--- src/rtl/usb_tx_encoder_if.sv ---
// ---------------------------------------------------------------------------
// usb_tx_encoder_if
// Byte handshake between the TX packet FSM (master) and the TX line encoder
// (slave).
//   tx_data  : byte to transmit, LSB goes on the line first
//   tx_last  : marks tx_data as the final byte of the packet
//   tx_valid : tx_data/tx_last are valid
//   tx_ready : encoder holding register can take a byte
// A byte transfers on a clk edge where tx_valid && tx_ready.
// ---------------------------------------------------------------------------
interface usb_tx_encoder_if;
   logic [7:0] tx_data;
   logic       tx_last;
   logic       tx_valid;
   logic       tx_ready;

   modport master (
      output tx_data,
      output tx_last,
      output tx_valid,
      input  tx_ready
   );

   modport slave (
      input  tx_data,
      input  tx_last,
      input  tx_valid,
      output tx_ready
   );
endinterface

--- src/rtl/usb_tx_encoder.sv ---
// ---------------------------------------------------------------------------
// usb_tx_encoder
// Full-speed USB transmit line encoder. Accepts packet bytes through a
// one-byte holding register, serializes them LSB first, inserts stuff bits,
// NRZI-encodes the stream onto dp/dm and finishes with SE0 x EOP_SE0_BITS
// followed by one J. All bit timing comes from bit_strobe.
//
// Parameters:
//   STUFF_LIMIT  : consecutive 1s after which a stuffed 0 is sent (2..7)
//   EOP_SE0_BITS : bit periods of SE0 in the EOP (1..3)
// Build option:
//   USB_TX_BITSTUFF_EN : when defined, bit stuffing is active. When not
//                        defined, data bits go out back to back with no
//                        stuffing (PHY bring-up / eye testing only).
// Ports:
//   clk          : system clock
//   n_rst        : asynchronous active-low reset
//   bit_strobe   : one-cycle pulse at each bit-period boundary
//   tx           : byte handshake (slave side)
//   dp_out/dm_out: line drive (J = 1/0, K = 0/1, SE0 = 0/0)
//   tx_busy      : packet in progress
//   eop_done     : one-cycle pulse after the final EOP J
//   underrun_err : one-cycle pulse when the byte stream starved mid-packet
// ---------------------------------------------------------------------------
module usb_tx_encoder #(
   parameter int STUFF_LIMIT  = 6,
   parameter int EOP_SE0_BITS = 2
) (
   input  logic            clk,
   input  logic            n_rst,
   input  logic            bit_strobe,
   usb_tx_encoder_if.slave tx,
   output logic            dp_out,
   output logic            dm_out,
   output logic            tx_busy,
   output logic            eop_done,
   output logic            underrun_err
);

   generate
      if (STUFF_LIMIT < 2 || STUFF_LIMIT > 7) begin : g_bad_stuff_limit
         $error("usb_tx_encoder: STUFF_LIMIT must be in 2..7");
      end
      if (EOP_SE0_BITS < 1 || EOP_SE0_BITS > 3) begin : g_bad_eop_bits
         $error("usb_tx_encoder: EOP_SE0_BITS must be in 1..3");
      end
   endgenerate

   localparam logic [1:0] SE0_BITS_W = 2'(EOP_SE0_BITS);

   typedef enum logic [1:0] {IDLE, SHIFT, EOP_SE0, EOP_J} state_t;

   state_t      state_reg;
   logic [7:0]  hold_data_reg;
   logic        hold_last_reg;
   logic        hold_full_reg;
   logic        last_accepted_reg;
   logic        tx_ready_reg;
   logic [7:0]  shift_reg;
   logic        cur_last_reg;
   logic [3:0]  bit_idx_reg;     // next data bit to send; 8 = byte finished
   logic [1:0]  se0_cnt_reg;
   logic        nrzi_j_reg;      // 1 while the NRZI line state is J

   logic accept;
   logic stuff_now;
   logic byte_done;
   logic load;
   logic emit;
   logic emit_bit;
   logic line_j_next;
   logic hold_full_next;
   logic last_acc_next;

`ifdef USB_TX_BITSTUFF_EN
   localparam logic [2:0] STUFF_LIMIT_W = 3'(STUFF_LIMIT);
   logic [2:0] ones_cnt_reg;
   logic [2:0] ones_base;
   logic [2:0] ones_next;
`endif

   assign tx.tx_ready = tx_ready_reg;

   always_comb begin
      accept    = tx.tx_valid && tx_ready_reg;
      byte_done = (bit_idx_reg == 4'd8);
`ifdef USB_TX_BITSTUFF_EN
      stuff_now = (state_reg == SHIFT) && (ones_cnt_reg == STUFF_LIMIT_W);
`else
      stuff_now = 1'b0;
`endif
      // A pending stuff bit always goes out before the next byte is loaded.
      load = bit_strobe && hold_full_reg &&
             ((state_reg == IDLE) ||
              ((state_reg == SHIFT) && !stuff_now && byte_done));
      emit = bit_strobe &&
             (load || ((state_reg == SHIFT) && (stuff_now || !byte_done)));

      if (load)
         emit_bit = hold_data_reg[0];
      else if (stuff_now)
         emit_bit = 1'b0;
      else
         emit_bit = shift_reg[bit_idx_reg[2:0]];

      // NRZI: a 0 toggles the line, a 1 holds it.
      line_j_next = emit_bit ? nrzi_j_reg : !nrzi_j_reg;

`ifdef USB_TX_BITSTUFF_EN
      ones_base = (state_reg == IDLE) ? 3'd0 : ones_cnt_reg;
      ones_next = emit_bit ? (ones_base + 3'd1) : 3'd0;
`endif

      // Acceptance and load can never coincide: load needs hold_full, which
      // keeps tx_ready low.
      if (accept)
         hold_full_next = 1'b1;
      else if (load)
         hold_full_next = 1'b0;
      else
         hold_full_next = hold_full_reg;

      // A new last byte accepted as the previous packet finishes wins.
      if (accept && tx.tx_last)
         last_acc_next = 1'b1;
      else if (state_reg == EOP_J)
         last_acc_next = 1'b0;
      else
         last_acc_next = last_accepted_reg;
   end

   always_ff @(posedge clk or negedge n_rst) begin
      if (!n_rst) begin
         state_reg         <= IDLE;
         hold_data_reg     <= 8'h00;
         hold_last_reg     <= 1'b0;
         hold_full_reg     <= 1'b0;
         last_accepted_reg <= 1'b0;
         tx_ready_reg      <= 1'b1;
         shift_reg         <= 8'h00;
         cur_last_reg      <= 1'b0;
         bit_idx_reg       <= 4'd0;
         se0_cnt_reg       <= 2'd0;
         nrzi_j_reg        <= 1'b1;
         dp_out            <= 1'b1;
         dm_out            <= 1'b0;
         tx_busy           <= 1'b0;
         eop_done          <= 1'b0;
         underrun_err      <= 1'b0;
`ifdef USB_TX_BITSTUFF_EN
         ones_cnt_reg      <= 3'd0;
`endif
      end else begin
         eop_done     <= 1'b0;
         underrun_err <= 1'b0;

         if (accept) begin
            hold_data_reg <= tx.tx_data;
            hold_last_reg <= tx.tx_last;
         end
         hold_full_reg     <= hold_full_next;
         last_accepted_reg <= last_acc_next;
         tx_ready_reg      <= !hold_full_next && !last_acc_next;

         if (load) begin
            shift_reg    <= hold_data_reg;
            cur_last_reg <= hold_last_reg;
            bit_idx_reg  <= 4'd1;
         end

         if (emit) begin
            nrzi_j_reg <= line_j_next;
            dp_out     <= line_j_next;
            dm_out     <= !line_j_next;
`ifdef USB_TX_BITSTUFF_EN
            ones_cnt_reg <= ones_next;
`endif
         end

         case (state_reg)
            IDLE: begin
               if (load) begin
                  state_reg <= SHIFT;
                  tx_busy   <= 1'b1;
               end
            end
            SHIFT: begin
               if (bit_strobe && !stuff_now && !load) begin
                  if (!byte_done) begin
                     bit_idx_reg <= bit_idx_reg + 4'd1;
                  end else begin
                     // Byte finished with nothing queued: normal end of
                     // packet if it was the last byte, otherwise abort.
                     state_reg    <= EOP_SE0;
                     dp_out       <= 1'b0;
                     dm_out       <= 1'b0;
                     nrzi_j_reg   <= 1'b1;
                     se0_cnt_reg  <= 2'd1;
                     underrun_err <= !cur_last_reg;
                  end
               end
            end
            EOP_SE0: begin
               if (bit_strobe) begin
                  if (se0_cnt_reg == SE0_BITS_W) begin
                     state_reg <= EOP_J;
                     dp_out    <= 1'b1;
                     dm_out    <= 1'b0;
                  end else begin
                     se0_cnt_reg <= se0_cnt_reg + 2'd1;
                  end
               end
            end
            EOP_J: begin
               state_reg <= IDLE;
               eop_done  <= 1'b1;
               tx_busy   <= 1'b0;
            end
            default: state_reg <= IDLE;
         endcase
      end
   end

endmodule

--- src/flat_wrapper.sv ---
// flat-port wrapper written by rule: the top's interface ports become plain ports
module usb_tx_encoder_flat 
#(
   parameter int STUFF_LIMIT  = 6,
   parameter int EOP_SE0_BITS = 2
)
  (clk, n_rst, bit_strobe, dp_out, dm_out, tx_busy, eop_done, underrun_err, tx_tx_data, tx_tx_last, tx_tx_valid, tx_tx_ready);
  usb_tx_encoder_if tx_i ();
  input  logic clk;
  input  logic n_rst;
  input  logic bit_strobe;
  output logic dp_out;
  output logic dm_out;
  output logic tx_busy;
  output logic eop_done;
  output logic underrun_err;
  input wire logic [$bits(tx_i.tx_data)-1:0] tx_tx_data;
  input wire logic [$bits(tx_i.tx_last)-1:0] tx_tx_last;
  input wire logic [$bits(tx_i.tx_valid)-1:0] tx_tx_valid;
  output wire logic [$bits(tx_i.tx_ready)-1:0] tx_tx_ready;
  assign tx_i.tx_data = tx_tx_data;
  assign tx_i.tx_last = tx_tx_last;
  assign tx_i.tx_valid = tx_tx_valid;
  assign tx_tx_ready = tx_i.tx_ready;
  usb_tx_encoder #(.STUFF_LIMIT(STUFF_LIMIT), .EOP_SE0_BITS(EOP_SE0_BITS)) u_core (.clk(clk), .n_rst(n_rst), .bit_strobe(bit_strobe), .tx(tx_i), .dp_out(dp_out), .dm_out(dm_out), .tx_busy(tx_busy), .eop_done(eop_done), .underrun_err(underrun_err));
endmodule
--- config.mk ---
export PLATFORM = sky130hd
export DESIGN_NAME = usb_tx_encoder_flat
export DESIGN_NICKNAME = d
export VERILOG_FILES = /design/src/rtl/usb_tx_encoder_if.sv /design/src/rtl/usb_tx_encoder.sv /design/src/flat_wrapper.sv
export SDC_FILE = /design/constraint.sdc
export NUM_CORES = 1
export LEC_CHECK = 0
export BUFFER_PORTS_ARGS = -buffer_cell sky130_fd_sc_hd__buf_2
export CORE_ASPECT_RATIO = 1.5
export CORE_MARGIN = 2
export CORE_UTILIZATION = 50
export CTS_CLUSTER_DIAMETER = 80
export DETAILED_ROUTE_END_ITERATION = 6
export PLACE_DENSITY_LB_ADDON = 0.25
export SLEW_MARGIN = 30
export SYNTH_ARGS = -nofsm -noshare
export SYNTH_HDL_FRONTEND = slang
export SYNTH_SLANG_ARGS = --single-unit
--- constraint.sdc ---
create_clock -name clk -period 4.1 [get_ports clk]
set_clock_uncertainty 0.05 [all_clocks]
set_input_delay 0.615 -clock clk [delete_from_list [all_inputs] [get_ports clk]]
set_output_delay 0.615 -clock clk [all_outputs]
set_load 0.05 [all_outputs]
**Word level (Yosys, flattened, before mapping)**

Cells that the tools add are included.
W data, S select, Z words.

- Add/sub/neg operators: 2
- $lt $le $gt $ge: 1
- Equal/unequal tests: 11
- Mux-type cells: 45
- Reductions and logical operators: 24

Operator list:

| operator | count |
|---|---|
| $mux W1 | 26 |
| $mux W2 | 9 |
| $mux W4 | 4 |
| $reduce_and A5 Y1 | 2 |
| $logic_and A1 B1 Y1 | 9 |
| $pmux W2 S4 | 1 |
| $logic_not A1 Y1 | 7 |
| $eq A2 B2 Y1 const B | 3 |
| $ne A2 B1 Y1 const B | 3 |
| $ne A2 B2 Y1 const B | 3 |
| $pmux W1 S2 | 3 |
| $add A4 B1 Y4 const B | 1 |
| $eq A4 B4 Y1 const B | 1 |
| $lt A3 B4 Y1 const B | 1 |
| $pmux W2 S2 | 1 |
| $reduce_bool A2 Y1 | 2 |
| $bmux W1 S3 | 1 |
| $add A2 B1 Y2 const B | 1 |
| $eq A2 B1 Y1 const B | 1 |
| $logic_not A2 Y1 | 1 |
| $logic_or A1 B1 Y1 | 2 |
| $reduce_and A2 Y1 | 1 |

- Register bits after elaboration: 35
- Input bits: 13
- Output and inout port bits: 6
- Logic and storage cells: 99

**Depth between registers and ports, before layout**

Gate-level depths: netlist of the first run.

- Depth in word-level cells: 11
- Gate-level depth with buffers: 8
- Mapped depth without buffers: 7

**Least setup slack after synthesis of the first run**

Ideal clock, no wire load.

- Path kind: input-to-reg
- Start: input bit_strobe
- End: register u_core.dp_out
- Setup time: 0.060 ns
- Arrival time: 1.891 ns
- Required time: 3.990 ns
- Setup slack: 2.099 ns
- Stages on the path: 6
- Path buffers: 1
- Path through: buf_2 -> nand2_1 -> o31ai_4 -> mux2i_1 -> mux2i_1 -> o22a_1

- Longest elaborated chain between the ends: 8
- Elaborated cells between the ends (all ways): 14
- Classes of those cells: 8 x mux; 6 x reduce/logical

Ends and longest elaborated chain:

| item | line | RTL |
|---|---|---|
| start, declared | flat_wrapper.sv:11 | `input logic bit_strobe;` |
| $logic_and A1 B1 Y1 (2 in series) | usb_tx_encoder.sv:93 | `load = bit_strobe && hold_full_reg &&` |
| $mux W1 / $logic_or A1 B1 Y1 (equally long branches) | usb_tx_encoder.sv:99, usb_tx_encoder.sv:97 |  |
| $mux W1 / $logic_and A1 B1 Y1 (equally long branches) | usb_tx_encoder.sv:107, usb_tx_encoder.sv:96 |  |
| $mux W1 | usb_tx_encoder.sv:171 | `if (emit) begin` |
| $mux W1 (on tied branches) | usb_tx_encoder.sv:205, usb_tx_encoder.sv:189 |  |
| $mux W1 (on tied branches) | usb_tx_encoder.sv:204, usb_tx_encoder.sv:188 |  |
| $pmux W1 S2 * | usb_tx_encoder.sv:180 | `case (state_reg)` |
| end signal, assigned | usb_tx_encoder.sv:173 | `dp_out <= line_j_next;` |
| end, declared | usb_tx_encoder.sv:33 | `output logic dp_out,` |

Every way passes the cells marked *; elsewhere a longest branch is shown, timed or not.
A chain may end at the register's enable or synchronous reset.

**Worst setup path in the final report of the first run**

- Start: register u_core.state_reg[1]
- End: register u_core.dp_out

- Longest elaborated chain between the ends: 10
- Elaborated cells between the ends (all ways): 19
- Classes of those cells: 2 x eq/ne; 8 x mux; 9 x reduce/logical

Ends and longest elaborated chain:

| item | line | RTL |
|---|---|---|
| start, declared | usb_tx_encoder.sv:53 | `state_t state_reg;` |
| start signal, assigned | usb_tx_encoder.sv:134 | `state_reg <= IDLE;` |
| start signal, assigned | usb_tx_encoder.sv:183 | `state_reg <= SHIFT;` |
| start signal, assigned | usb_tx_encoder.sv:194 | `state_reg <= EOP_SE0;` |
| $eq A2 B1 Y1 | usb_tx_encoder.sv:95, usb_tx_encoder.sv:97, usb_tx_encoder.sv:180 |  |
| $logic_and A1 B1 Y1 | usb_tx_encoder.sv:95 | `((state_reg == SHIFT) && !stuff_now && byte_done));` |
| $logic_or A1 B1 Y1 | usb_tx_encoder.sv:94 | `((state_reg == IDLE) \|\|` |
| $logic_and A1 B1 Y1 | usb_tx_encoder.sv:93 |  |
| $mux W1 / $logic_or A1 B1 Y1 (equally long branches) | usb_tx_encoder.sv:99, usb_tx_encoder.sv:97 |  |
| $mux W1 / $logic_and A1 B1 Y1 (equally long branches) | usb_tx_encoder.sv:107, usb_tx_encoder.sv:96 |  |
| $mux W1 | usb_tx_encoder.sv:171 |  |
| $mux W1 (on tied branches) | usb_tx_encoder.sv:205, usb_tx_encoder.sv:189 |  |
| $mux W1 (on tied branches) | usb_tx_encoder.sv:204, usb_tx_encoder.sv:188 |  |
| $pmux W1 S2 * | usb_tx_encoder.sv:180 |  |

Marked as above.

==> results of run 1 <==
-- cell usage after synthesis, drive strengths merged, types with 2 or more instances --
| cell | count | area (um^2) |
|---|---|---|
| dfstp | 3 | 78.8 |
| o21ai | 10 | 50.1 |
| ha | 8 | 100 |
| nand3b | 2 | 15.0 |
| a21oi | 8 | 40.0 |
| dfrtp | 32 | 801 |
| nand2 | 17 | 63.8 |
| inv | 12 | 45.0 |
| nand3 | 8 | 40.0 |
| nor2 | 2 | 7.51 |
| mux2 | 19 | 214 |
| buf | 3 | 15.0 |
| mux2i | 2 | 20.0 |
| nor3 | 3 | 15.0 |
| a211oi | 2 | 15.0 |
| mux4 | 2 | 52.6 |
-- power by group --
part | internal [mW] | switching, mW | total [mW] | leakage (nW)
Combinational | 0.270 | 0.317 | 0.587 | 0.405
Sequential | 0.513 | 0.107 | 0.620 | 0.422
Clock | 0.153 | 0.117 | 0.270 | 0.0515
Total | 0.936 | 0.541 | 1.48 | 0.878
-- layer usage --
| layer | wire length, um | track usage | share of wire | vias to the layer above |
|---|---|---|---|---|
| met5 | 0 | 0 | 0 | - |
| met4 | 65 | 0.105 | 0.022 | 0 |
| met3 | 103 | 0.0476 | 0.035 | 6 |
| met2 | 1640 | 0.349 | 0.56 | 24 |
| met1 | 1130 | 0.189 | 0.38 | 576 |
| li1 | - | - | - | 560 |
-- worst register-to-register path, stage by stage, from the launching register on --
cell	delay [ps]
dfrtp_1	410
inv_1	110
ha_1	310
nand2_1	220
o31ai_4	610
mux2i_1	370
mux2i_1	270
o22a_1	170
-- final cells by class --
cell class,count,area [um^2]
fillers,299,1290
repair buffers,18,90.1
inverters,12,45.0
well taps,40,50.0
multi-input cells,94,733
flip-flops and latches,35,880
clock buffers,8,100
-- cells by family (layout without fill, tap and decap cells) --
logic type               after synthesis  in the layout
adder cells (fa/ha/maj)                8              8
buffers and inverters                 16             38
multiplexers                          23             23
AO/OA/AOI/OAI                         26             26
flip-flops                            35             35
AND/OR/NAND/NOR                       37             37
-- worst max-delay path by stage --
stage / start / to / cells past startpoint
3_5_place_dp: u_core.state_reg[1] / u_core.dp_out / 7
4_1_cts: u_core.state_reg[1] / u_core.dp_out / 7
2_1_floorplan: bit_strobe / u_core.dp_out / 6
6_report: u_core.state_reg[1] / u_core.dp_out / 7
5_1_grt: u_core.state_reg[1] / u_core.dp_out / 7
3_3_place_gp: u_core.state_reg[1] / u_core.dp_out / 7
==> out/results.tsv, run 1 <==
metric	value	unit
status	complete, no violations	
core_region_area	0.00319	mm^2
cp-end-kind	flop	
critPathMaxFanout	13	
synth.avg_cell_area	11.6	um^2
critical-path-top-delay-family	compound AO/OA/AOI/OAI gates	
cts_tree	built	
min_period	2570	ps
design_power_total	1.48	mW
cp.arrival	2750	ps
tns	0	ps
antenna_left	0	
r2r_start	u_core.state_reg[1]	
p_leak	0.878	nW
dp.cells	199	
cp_num_buf_inv	1	
crit_chain	inv_1 > ha_1 > nand2_1 > o31ai_4 > mux2i_1 > mux2i_1 > o22a_1	
instances_no_fill	207	
grt_pass1_vias	1245	
cts.sinks	35	
setup_slack	1530	ps
die_y	74.9	um
synth_top_family_by_area	multiplexers	
synthMuxAreaShare	0.171	
cts_htree_levels	2	
required	4280	ps
final_common_cell	dfrtp_1	
ctsResizeCount	0	
setup_violations	0	
syn_nets	166	
clockBufferDepth	2	
ys_seq_elements	35	
hold_path_class	in2async	
synth_cells	145	
ys_async_sr_fraction	1.00	
route.detailed.drc	0	
dieArea	0.00384	mm^2
dp_hpwl	2180	um
place_ws	1520	ps
yosysWarnings	0	
max_slew_margin	0.487	
slowest_stage	o31ai_4	
startpoint_type	flop	
synth_edf_count	0	
slew_viol_final	0	
layout.nets	187	
dieWidth	51.3	um
most-common-layout-cells	dfrtp_1, mux2_2, buf_2, nand2_1, inv_1	
yosys.area_share.simple	0.109	
tightestPinTransition	770	ps
hold_viol	0	
synth_top_flop_cell	dfrtp_1	
cts_setup_buffers	0	
dr.pass1.iters	4	
synth_compound_area_frac	0.0978	
maxCapViolCount	0	
diodes	0	
final_design_area_no_fill	0.00190	mm^2
overflow	0	
synthAdderAreaFrac	0.0597	
utilization	0.595	
fmax	389	MHz
vias	1166	
ctsHoldBuffers	0	
clk_pin_slew	70	ps
gp_congestion	0.865	
layout-drive-gt1-share	0.293	
wire_per_inst	14.2	um
synth-xor-area-share	0	
ys_seq_area_frac	0.525	
rows	25	
crit_type	reg2reg	
synthToLayoutAreaGrowth	13.2	%
crit_top_cell	mux2i_1	
detail_route.vias_per_cell	5.63	
ir_worst_vdd	454	uV
io_buffers	18	
insertion_delay	290	ps
place_area	0.00180	mm^2
rr_endpoint	u_core.dp_out	
power.density	779	mW/mm^2
wl	2950	um
synth_cell_types	28	
start_util	0.525	
synth_area	0.00168	mm^2
grt_pass1_wl	5220	um
cts_made_buffers	5	
first_iter_violations	21	
grt.total_usage	0.188	
regToRegSetupSlack	1530	ps
root_buffer	clkbuf_8	
max_stage_delay	610	ps
rsz0062_at_grt	no	
finalCritPeriodShare	0.627	
rr_worst_depth	7	
holdWs	345	ps
io_pins	19	
grt_max_degree	36	
grt_antenna_before_repair	0	
No activity file was read; power rests on OpenSTA's default activity.
==> run 2: changes to the inputs <==
Clock period 4.1 ns to 2.35 ns, I/O delays scaled along.
==> out/results.tsv, run 2 (synthesis results as in run 1) <==
metric	value	unit	change
start_util	0.525		unchanged
clk_pin_slew	70	ps	about the same
p_leak	0.874	nW	-0.56%
grt_max_degree	36		unchanged
holdWs	79.0	ps	-266 ps
min_period	2130	ps	-434 ps
final_design_area_no_fill	0.00190	mm^2	about the same
cts_tree	built		
gp_congestion	0.883		+2.1%
grt_pass1_wl	5160	um	-1.1%
tightestPinTransition	749	ps	-21.0 ps
rsz0062_at_grt	no		
rows	25		unchanged
setup_slack	215	ps	-1320 ps
max_slew_margin	0.501		+0.0140
max_stage_delay	410	ps	-200 ps
cp-end-kind	flop		
root_buffer	clkbuf_8		
diodes	0		unchanged
startpoint_type	flop		
grt_antenna_before_repair	0		unchanged
final_common_cell	dfrtp_1		
power.density	1350	mW/mm^2	+74%
route.detailed.drc	0		unchanged
dp_hpwl	2210	um	+1.3%
setup_violations	0		unchanged
place_area	0.00181	mm^2	+0.42%
required	2530	ps	-1750 ps
wl	2980	um	+1.1%
synthToLayoutAreaGrowth	13.1	%	about the same
cp_num_buf_inv	1		unchanged
grt.total_usage	0.189		+0.000741
crit_type	reg2reg		
cp.arrival	2320	ps	-430 ps
layout.nets	188		+0.53%
nFillCells	277		-7.4%
clockBufferDepth	2		unchanged
dieWidth	51.3	um	unchanged
antenna_left	0		unchanged
place_ws	111	ps	-1410 ps
cts.sinks	35		unchanged
hold_viol	0		unchanged
finalCritPeriodShare	0.908		+0.282
core_region_area	0.00319	mm^2	unchanged
insertion_delay	290	ps	about the same
layout-drive-gt1-share	0.310		+0.0161
ir_worst_vdd	772	uV	+70%
most-common-layout-cells	dfrtp_1, mux2_2, buf_2, nand2_1, inv_1		
wire_per_inst	14.3	um	+0.60%
vias	1153		-1.1%
maxCapViolCount	0		unchanged
fmax	468	MHz	+20%
ctsHoldBuffers	0		unchanged
grt_pass1_vias	1199		-3.7%
dr.pass1.iters	4		unchanged
instances_no_fill	208		+0.48%
dp.cells	200		+0.50%
slowest_stage	dfrtp_1		
crit_chain	inv_1 > ha_2 > nand2_1 > o31ai_4 > mux2i_2 > mux2i_1 > o22a_1		
hold_path_class	in2async		
io_buffers	18		unchanged
status	complete, no violations		
cts_made_buffers	5		unchanged
critPathMaxFanout	9		-4
overflow	0		unchanged
io_pins	19		unchanged
die_y	74.9	um	unchanged
dieArea	0.00384	mm^2	unchanged
critical-path-top-delay-family	multiplexers		
slew_viol_final	0		unchanged
cts_setup_buffers	0		unchanged
ctsResizeCount	0		unchanged
detail_route.vias_per_cell	5.54		-1.6%
cts_htree_levels	2		unchanged
first_iter_violations	16		-24%
tns	0	ps	unchanged
run 2: metal layers:
metal / up-vias / GRT usage / wire length, um
met2: 28 / 0.320 / 1550
met5: - / 0 / 0
li1: 560 / - / -
met4: 0 / 0.149 / 167
met3: 13 / 0.0496 / 115
met1: 552 / 0.197 / 1150
run 2: worst reg2reg max path, cell delays in order, from the launching register on:
cell,delay (ps)
dfrtp_1,410
inv_1,110
ha_2,260
nand2_1,180
o31ai_4,310
mux2i_2,310
mux2i_1,270
o22a_1,180
run 2: path summary, 6_finish.rpt:
kind / start / to / slack (ps) / depth (start not counted)
setup / recovery: u_core.state_reg[1] / u_core.dp_out / 220 / 7
hold / removal: n_rst / u_core.se0_cnt_reg[1] / 80 / 1
setup reg to reg: u_core.state_reg[1] / u_core.dp_out / 220 / 7
hold reg to reg: u_core.last_accepted_reg / u_core.tx.tx_ready / 380 / 1
max in group asynchronous: n_rst / u_core.hold_data_reg[4] / 1690 / 1
min in group clk: tx_tx_data[6] / u_core.hold_data_reg[6] / 240 / 2
run 2: area by class of cell:
cell class	instances	area, um^2	share of cell area
Clock inverter	2	12.5	0.00660
Inverter	12	45.0	0.0237
Sequential cell	35	880	0.464
Tap cell	40	50.0	0.0264
Multi-Input combinational cell	94	739	0.390
Clock buffer	6	72.6	0.0383
Timing Repair Buffer	19	97.6	0.0515
run 2: per-stage QoR:
step           power (mW)   util
2_1_floorplan        1.89      -
3_3_place_gp         2.09  0.566
3_5_place_dp         2.14  0.566
4_1_cts              2.57  0.593
5_1_grt              2.77  0.595
6_report             2.56  0.595
run 2: where the power goes:
part	switching, mW	total (mW)	leakage, nW	internal, mW
Clock	0.212	0.418	0.0412	0.207
Combinational	0.571	1.06	0.410	0.487
Sequential	0.191	1.09	0.422	0.895
==> run 3: changes to the inputs <==
Settings changed: RECOVER_POWER from default to 50.
Clock period 2.35 ns to 2.1 ns, I/O delays scaled along.
==> out/results.tsv, run 3 (synthesis results as in run 1) <==
metric	value	unit	change
cp_num_buf_inv	1		unchanged
critical-path-top-delay-family	multiplexers		
cp-end-kind	flop		
critPathMaxFanout	4		-5
finalCritPeriodShare	0.955		+0.0471
fmax	498	MHz	+6.4%
place_ws	57.8	ps	-52.8 ps
io_pins	19		unchanged
grt_antenna_before_repair	0		unchanged
crit_chain	inv_1 > ha_2 > nand3b_1 > o31ai_4 > mux2i_4 > mux2i_2 > o22a_1		
dieArea	0.00384	mm^2	unchanged
cts_tree	built		
cts_made_buffers	5		unchanged
clk_pin_slew	70	ps	about the same
detail_route.vias_per_cell	5.38		-2.9%
dp.cells	203		+1.5%
tns	0	ps	unchanged
diodes	0		unchanged
synthToLayoutAreaGrowth	16.5	%	
core_region_area	0.00319	mm^2	unchanged
wire_per_inst	14.5	um	+1.4%
root_buffer	clkbuf_8		
instances_no_fill	213		+2.4%
hold_viol	0		unchanged
setup_violations	0		unchanged
seqPwrFrac	0.408		-0.016
final_common_cell	dfrtp_1		
p_clk_frac	0.156		-0.007
first_iter_violations	8		-8
cts.sinks	35		unchanged
rr_worst_depth	7		unchanged
hold_path_class	in2reg		
dieWidth	51.3	um	unchanged
antenna_left	0		unchanged
r2r_start	u_core.bit_idx_reg[0]		
wl	3090	um	+3.8%
p_switching	1.13	mW	+16%
vias	1147		-0.52%
dr.pass1.iters	4		unchanged
min_path_cells	2		
route.detailed.drc	0		unchanged
cts_htree_levels	2		unchanged
regToRegSetupSlack	90	ps	-120 ps
rows	25		unchanged
dp_hpwl	2280	um	+3.2%
layout.nets	193		+2.7%
holdPathEnd	u_core.hold_data_reg[0]		
clockBufferDepth	2		unchanged
p_int	1.85	mW	+16%
die_y	74.9	um	unchanged
io_buffers	18		unchanged
power.density	1530	mW/mm^2	+13%
start_util	0.525		unchanged
rr_endpoint	u_core.dp_out		
overflow	0		unchanged
required	2280	ps	-250 ps
grt_pass1_vias	1190		-0.75%
cp.arrival	2190	ps	-130 ps
grt_pass1_wl	5180	um	+0.39%
slowest_stage	dfrtp_1		
slew_viol_final	36		+36
max_slew_margin	-0.195		-0.696
crit_type	reg2reg		
ir_worst_vdd	846	uV	+9.6%
hp-start	tx_tx_data[0]		
violations	max-capacitance violations, max-slew violations		
setup_slack	93.6	ps	-122 ps
min_period	2010	ps	-128 ps
ctsHoldBuffers	0		unchanged
grt.total_usage	0.188		-0.00108
startpoint_type	flop		
gp_congestion	0.868		-1.7%
insertion_delay	290	ps	about the same
nFillCells	282		+1.8%
maxCapViolCount	1		+1
tightestPinTransition	1790	ps	+1040 ps
p_leak	0.893	nW	+2.2%
layout-drive-gt1-share	0.341		+0.0315
status	finished, violations left		
combPwrFrac	0.436		+0.023
most-common-layout-cells	dfrtp_1, mux2_2, nand2_1, buf_2, inv_1		
grt_max_degree	36		unchanged
max_stage_delay	420	ps	about the same
swShare	0.379		-0.000843
==> run 3: cell count changes in the layout (fill, tap and decap cells not counted) <==
cell      delta
buf_4        +5
buf_2        -1
clkbuf_1     +1
ha_1         -1
ha_2         +1
mux2i_1      -1
mux2i_4      +1
nor3_1       -1
nor3_2       +1
==> run 3: area by class of cell <==
| class | count | area [um^2] | share of cell area |
|---|---|---|---|
| clock buffers | 6 | 72.6 | 0.0372 |
| well taps | 40 | 50.0 | 0.0256 |
| multi-input cells | 94 | 759 | 0.389 |
| inverters | 12 | 45.0 | 0.0231 |
| clock inverters | 2 | 12.5 | 0.00641 |
| repair buffers | 24 | 134 | 0.0685 |
| flip-flops and latches | 35 | 880 | 0.450 |
==> run 3: worst max path at each step <==
stage,slack (ps),start,depth (start not counted),to
final,90,u_core.bit_idx_reg[0],7,u_core.dp_out
after global routing,-3,u_core.bit_idx_reg[0],7,u_core.dp_out
after CTS,30,u_core.bit_idx_reg[0],5,u_core.dp_out
after detailed placement,60,u_core.bit_idx_reg[0],5,u_core.dp_out
after global placement,150,u_core.bit_idx_reg[0],5,u_core.dp_out
after floorplan,110,u_core.state_reg[1],8,u_core.dp_out
==> run 3: repair_timing <==
item                                    4_1_cts  5_1_grt
setup buffers                                 0        2
gates resized for setup                       0        6
endpoints found under the setup margin        0        2
==> run 3: routing by layer <==
metal	global-route usage	up-vias	share of wire
li1	-	564	-
met1	0.197	560	0.39
met2	0.346	16	0.55
met3	0.0496	7	0.034
met4	0.0877	0	0.022
met5	0	-	0
==> run 3: metrics by stage <==
step           hold slack, ps  utilization  power, mW  area (um^2)
2_1_floorplan           -30.6            -       2.12         1680
3_3_place_gp              360        0.573       2.37         1830
3_5_place_dp              362        0.573       2.44         1830
4_1_cts                  65.6        0.600       2.92         1910
5_1_grt                   198        0.612       3.20         1950
6_report                  204        0.612       2.98         1950
==> run 3: power groups by stage <==
stage	Sequential (mW)	Clock (mW)	Combinational [mW]
2_1_floorplan	1.29	0	0.826
3_3_place_gp	1.20	0	1.17
3_5_place_dp	1.23	0	1.22
4_1_cts	1.21	0.480	1.23
5_1_grt	1.25	0.505	1.44
6_report	1.22	0.465	1.30
